## src/rtl/mem_indirect_sequencer.sv

```systemverilog
// Memory-stage access sequencer: direct or N-level indirect load/store over a
// mem_read/mem_write/mem_resp handshake, stalling the pipeline until complete.
module mem_indirect_sequencer #(
   parameter int ADDR_WIDTH   = 16,
   parameter int DATA_WIDTH   = 16,
   parameter int MAX_INDIRECT = 2,
   parameter int LVL_WIDTH    = (MAX_INDIRECT > 0) ? $clog2(MAX_INDIRECT + 1) : 1,
   parameter bit ALIGN_PTR    = 1'b1
) (
   input  logic                  clk,
   input  logic                  rst_n,
   input  logic                  req_valid,
   input  logic                  req_read,
   input  logic                  req_write,
   input  logic [LVL_WIDTH-1:0]  req_indirect,
   input  logic [ADDR_WIDTH-1:0] req_addr,
   input  logic [DATA_WIDTH-1:0] req_wdata,
   input  logic                  mem_resp,
   input  logic [DATA_WIDTH-1:0] mem_rdata,
   output logic                  mem_read,
   output logic                  mem_write,
   output logic [ADDR_WIDTH-1:0] mem_address,
   output logic [DATA_WIDTH-1:0] mem_wdata,
   output logic [DATA_WIDTH-1:0] rdata,
   output logic                  load_pipeline,
   output logic                  done,
   output logic                  err
);

   // state  | meaning
   // IDLE   | waiting for a MEM-stage load/store, pipeline free to advance
   // PTR    | fetching the next pointer level from ptr_reg
   // ACCESS | performing the final load/store at ptr_reg
   // DONE   | one-cycle completion, pipeline released
   localparam logic [1:0] S_IDLE   = 2'd0;
   localparam logic [1:0] S_PTR    = 2'd1;
   localparam logic [1:0] S_ACCESS = 2'd2;
   localparam logic [1:0] S_DONE   = 2'd3;

   localparam logic [LVL_WIDTH-1:0] LVL_MAX  = LVL_WIDTH'(MAX_INDIRECT);
   localparam logic [LVL_WIDTH-1:0] LVL_ONE  = LVL_WIDTH'(1);
   localparam logic [LVL_WIDTH-1:0] LVL_ZERO = '0;

   logic [1:0]            state;
   logic [LVL_WIDTH-1:0]  cnt;
   logic [ADDR_WIDTH-1:0] ptr_reg;
   logic [DATA_WIDTH-1:0] wdata_reg;
   logic [DATA_WIDTH-1:0] rdata_reg;
   logic                  op_read;
   logic                  op_write;

   logic                  req_go;
   logic                  req_both;
   logic                  req_deep;
   logic [LVL_WIDTH-1:0]  lvl_start;
   logic [ADDR_WIDTH-1:0] ptr_fetched;

   assign req_go   = req_valid & (req_read | req_write);
   assign req_both = req_read & req_write;
   assign req_deep = (req_indirect > LVL_MAX);

   always_comb begin
      lvl_start = req_deep ? LVL_MAX : req_indirect;
   end

   // Fetched pointers are the low ADDR_WIDTH bits of the memory word.
   always_comb begin
      ptr_fetched = mem_rdata[ADDR_WIDTH-1:0];
      if (ALIGN_PTR) begin
         ptr_fetched[0] = 1'b0;
      end
   end

   always_ff @(posedge clk) begin
      if (!rst_n) begin
         state     <= S_IDLE;
         cnt       <= '0;
         ptr_reg   <= '0;
         wdata_reg <= '0;
         rdata_reg <= '0;
         op_read   <= 1'b0;
         op_write  <= 1'b0;
      end else begin
         case (state)
            S_IDLE: begin
               if (req_go) begin
                  // A read+write conflict resolves to a load.
                  op_read   <= req_read;
                  op_write  <= req_write & ~req_read;
                  ptr_reg   <= req_addr;
                  wdata_reg <= req_wdata;
                  cnt       <= lvl_start;
                  state     <= (lvl_start == LVL_ZERO) ? S_ACCESS : S_PTR;
               end
            end
            S_PTR: begin
               if (mem_resp) begin
                  ptr_reg <= ptr_fetched;
                  cnt     <= cnt - LVL_ONE;
                  state   <= (cnt == LVL_ONE) ? S_ACCESS : S_PTR;
               end
            end
            S_ACCESS: begin
               if (mem_resp) begin
                  if (op_read) begin
                     rdata_reg <= mem_rdata;
                  end
                  state <= S_DONE;
               end
            end
            default: begin
               state <= S_IDLE;
            end
         endcase
      end
   end

   always_comb begin
      mem_read      = 1'b0;
      mem_write     = 1'b0;
      load_pipeline = 1'b0;
      done          = 1'b0;
      err           = 1'b0;
      case (state)
         S_IDLE: begin
            load_pipeline = ~req_go;
            err           = req_go & (req_both | req_deep);
         end
         S_PTR: begin
            mem_read = 1'b1;
         end
         S_ACCESS: begin
            mem_read  = op_read;
            mem_write = op_write;
         end
         default: begin
            done          = 1'b1;
            load_pipeline = 1'b1;
         end
      endcase
   end

   assign mem_address = ptr_reg;
   assign mem_wdata   = wdata_reg;
   assign rdata       = rdata_reg;

endmodule

```

## config.mk

```make
export PLATFORM = sky130hd
export DESIGN_NAME = mem_indirect_sequencer
export DESIGN_NICKNAME = d
export VERILOG_FILES = /design/src/rtl/mem_indirect_sequencer.sv
export SDC_FILE = /design/constraint.sdc
export NUM_CORES = 1
export LEC_CHECK = 0
export BUFFER_PORTS_ARGS = -buffer_cell sky130_fd_sc_hd__buf_2
export CELL_PAD_IN_SITES_DETAIL_PLACEMENT = 1
export CELL_PAD_IN_SITES_GLOBAL_PLACEMENT = 1
export CORE_ASPECT_RATIO = 1.4
export CORE_MARGIN = 2
export CORE_UTILIZATION = 34
export CTS_CLUSTER_DIAMETER = 60
export DETAILED_ROUTE_END_ITERATION = 16
export PLACE_DENSITY = 0.91
export SYNTH_ARGS = -nofsm -noshare
export SYNTH_HDL_FRONTEND = slang
export SYNTH_SLANG_ARGS = --single-unit
```

## constraint.sdc

```tcl
create_clock -name clk -period 1.7 [get_ports clk]
set_clock_uncertainty 0.05 [all_clocks]
set_input_delay 0.17 -clock clk [delete_from_list [all_inputs] [get_ports clk]]
set_output_delay 0.17 -clock clk [all_outputs]
set_load 0.02 [all_outputs]
```

==> key figures <==
Outcome
  • Status: finished clean

Layout
  • Final std cells w/o fill: 489
  • Synth-to-layout area growth: 33.3%
  • Fin util: 46.2%
  • # fillers: 913
  • Most frequent cells in the layout: buf_2, nand2_1, dfxtp_1, a21boi_0, mux2i_1
  • Layout cells sized above 1: 38.3%
  • Final nets: 454
  • Diode count: 0
  • Leading cell type in the layout, fill and taps excluded: buf_2

Worst setup path
  • CP bufs+invs: 3
  • Critical Path Start Type: flip-flop
  • Crit path required time: 1.48 ns
  • Worst-path cell chain: inv_2, ha_4, buf_6, and3_1, buf_4
  • CP max stage cell: dfxtp_4
  • Kind of critical path: flip-flop to output port
  • Critical-path maximum fanout: 9
  • Worst setup EP type: output port
  • Max stage delay on crit path: 0.38 ns
  • CP arrival: 1.40 ns
  • Delay-heaviest family, CP: flip-flops

Route
  • Post-DR vias/cell: 4.79
  • Met3 WL: 448 um
  • Drt pass-1 iters: 4
  • Routed met1 length: 2780 um
  • Antenna viol nets, final: 0
  • Final WL: 7180 um
  • Via count: 2344
  • Number of DRC markers in iteration 0: 52
  • DR top layer: met4
  • DRC viols: 0
  • Wire length per cell: 14.7 um
  • Met2 Wirelength: 3870 um

Synthesis
  • Synthesized area: 0.00250 mm^2
  • FF+latch count, synth: 54
  • Seq/Total Area, Yosys: 43.2%
  • Synth area leaders: dfxtp_1, nand2_1, a21boi_0, mux2i_1, mux2_2
  • Post-synth EDFFs: 0
  • Synthesis Warnings: 0
  • Post-synth ARST share: 0%
  • Share of the synthesized area in the top cell type: 43.2%
  • Top_reg_cell synth: dfxtp_1
  • Post-Synthesis Cells: 286
  • Syn_nets: 349
  • Yosys cell types: 32
  • Mean post-synth cell area: 8.75 um^2
  • Yosys top cell by area: dfxtp_1

Floorplan
  • Initial core utilization: 34.6%
  • I/O pin count: 109
  • Rows: 37
  • Die footprint: 0.00807 mm^2
  • Core area: 0.00722 mm^2
  • Die Height: 105 um
  • Die width: 76.5 um

STA
  • Hold Vio Cnt, Final: 0
  • Slew HR: 55.0%
  • Post-layout min period: 1.62 ns
  • Slew @ Worst Pin: 0.673 ns
  • Final setup viols: 0
  • Final Cycle Share: 95.3%
  • Fin. max-slew vios: 0
  • Max Freq: 0.617 GHz
  • Setup ws final: 0.0796 ns

CTS
  • CTS root buffer: clkbuf_8
  • # clock sinks: 54
  • Hold-fix buffers, CTS: 0
  • H-tree depth: 2
  • Clk slew on worst S/H paths: 0.10 ns
  • CTS tree: built
  • Clk_lat worst skew: 0.30 ns
  • Clock buffer depth: 2
  • Inserted Clock Buffers: 5

Placement
  • HPWL Detailed: 5470 um
  • Placed cell count: 480
  • Worst slack at placement: -0.145 ns
  • Placer Congestion: 0.858
  • IO Port Bufs: 108

Hold path
  • HP Class: input pin to flip-flop

Global routing
  • Pin count of the biggest net entering global routing: 41
  • GR Overflow Total: 0
  • First-pass GRT wire length: 11800 um
  • Vias in the first global route: 2499
  • All-Layer GR Usage: 17.8%
  • Initial antenna violation count: 0

Power
  • Maximum vdd drop: 548 uV
  • Design Power: 0.00452 W
  • Power Density: 1350 mW/mm^2
  • P_leak: 1.58 nW

Job
  • Max Cap Violations: 0
==> worst reg2reg max path, cell delays in order, from the launching register on <==
cell and delay [ns]:
dfxtp_2 0.34, inv_2 0.09, ha_2 0.20, mux2i_1 0.24
a21o_1 0.16, buf_12 0.19, mux2i_1 0.22
==> stage by stage <==
step	TNS, ns	cell area [um^2]	hold WS [ns]
finish	0	3330	0.0496
global route	-0.000743	3330	0.0352
CTS	0	3320	0.0412
detailed placement	-2.42	3170	0.375
global placement	0	3170	0.365
floorplan	0	2500	0.255
==> per-layer routing <==
layer,up-vias,track usage [%]
met5,-,0
met4,0,5.32
met3,6,4.54
met2,86,33.9
met1,1103,19.2
li1,1149,-
==> cells in the mapped netlist (2+ instances only) <==
cell type	number
and3_1	2
clkbuf_1	11
ha_1	7
a21boi_1	3
buf_2	4
nand2_1	102
nor2b_1	3
dfxtp_1	54
nand3_1	3
a21o_1	3
mux2i_1	20
a21oi_1	3
nor3b_1	2
and2_1	2
inv_1	5
a21boi_0	30
buf_6	2
mux2_2	16
==> report_power, final <==
group          total, W  switching [W]  internal (W)
Clock          0.000877       0.000435      0.000442
Combinational   0.00195        0.00110      0.000853
Sequential      0.00169       0.000151       0.00154
Total           0.00452        0.00169       0.00283
==> path summary, 6_finish.rpt <==
path / startpoint / endpoint / slack [ns] / cells past startpoint
max: state[0] / err / 0.08 / 5
min: req_wdata[6] / mem_wdata[6] / 0.05 / 3
max reg2reg: state[1] / cnt[1] / 0.13 / 6
min reg2reg: op_write / op_write / 0.39 / 2
==> area by class of cell <==
| cell class | count | area, um^2 | share of cell area [%] |
|---|---|---|---|
| sequential | 54 | 1090 | 32.6 |
| clock buffer | 5 | 68.8 | 2.06 |
| inverter | 5 | 18.8 | 0.563 |
| tap | 97 | 121 | 3.64 |
| multi-input combinational | 209 | 1340 | 40.1 |
| clock inverter | 3 | 43.8 | 1.31 |
| timing repair buffer | 116 | 657 | 19.7 |
==> cell families (layout without fill, tap and decap cells) <==
family / Yosys count / count (layout) / synth area share (%)
flip-flops: 54 / 54 / 43.2
multiplexers: 36 / 36 / 15.2
AO/OA/AOI/OAI: 48 / 48 / 14.3
adder cells (fa/ha/maj): 8 / 8 / 3.90
buffers and inverters: 23 / 129 / 4.40
AND/OR/NAND/NOR: 117 / 117 / 19.0
==> what timing repair did <==
item / CTS / global route
pin swaps: 0 / 0
gates resized for setup: 9 / 5
cloned: 0 / 0
endpoints found under the setup margin: 39 / 25
buffers inserted: 1 / 0
Power figures use the tool's default switching activity.
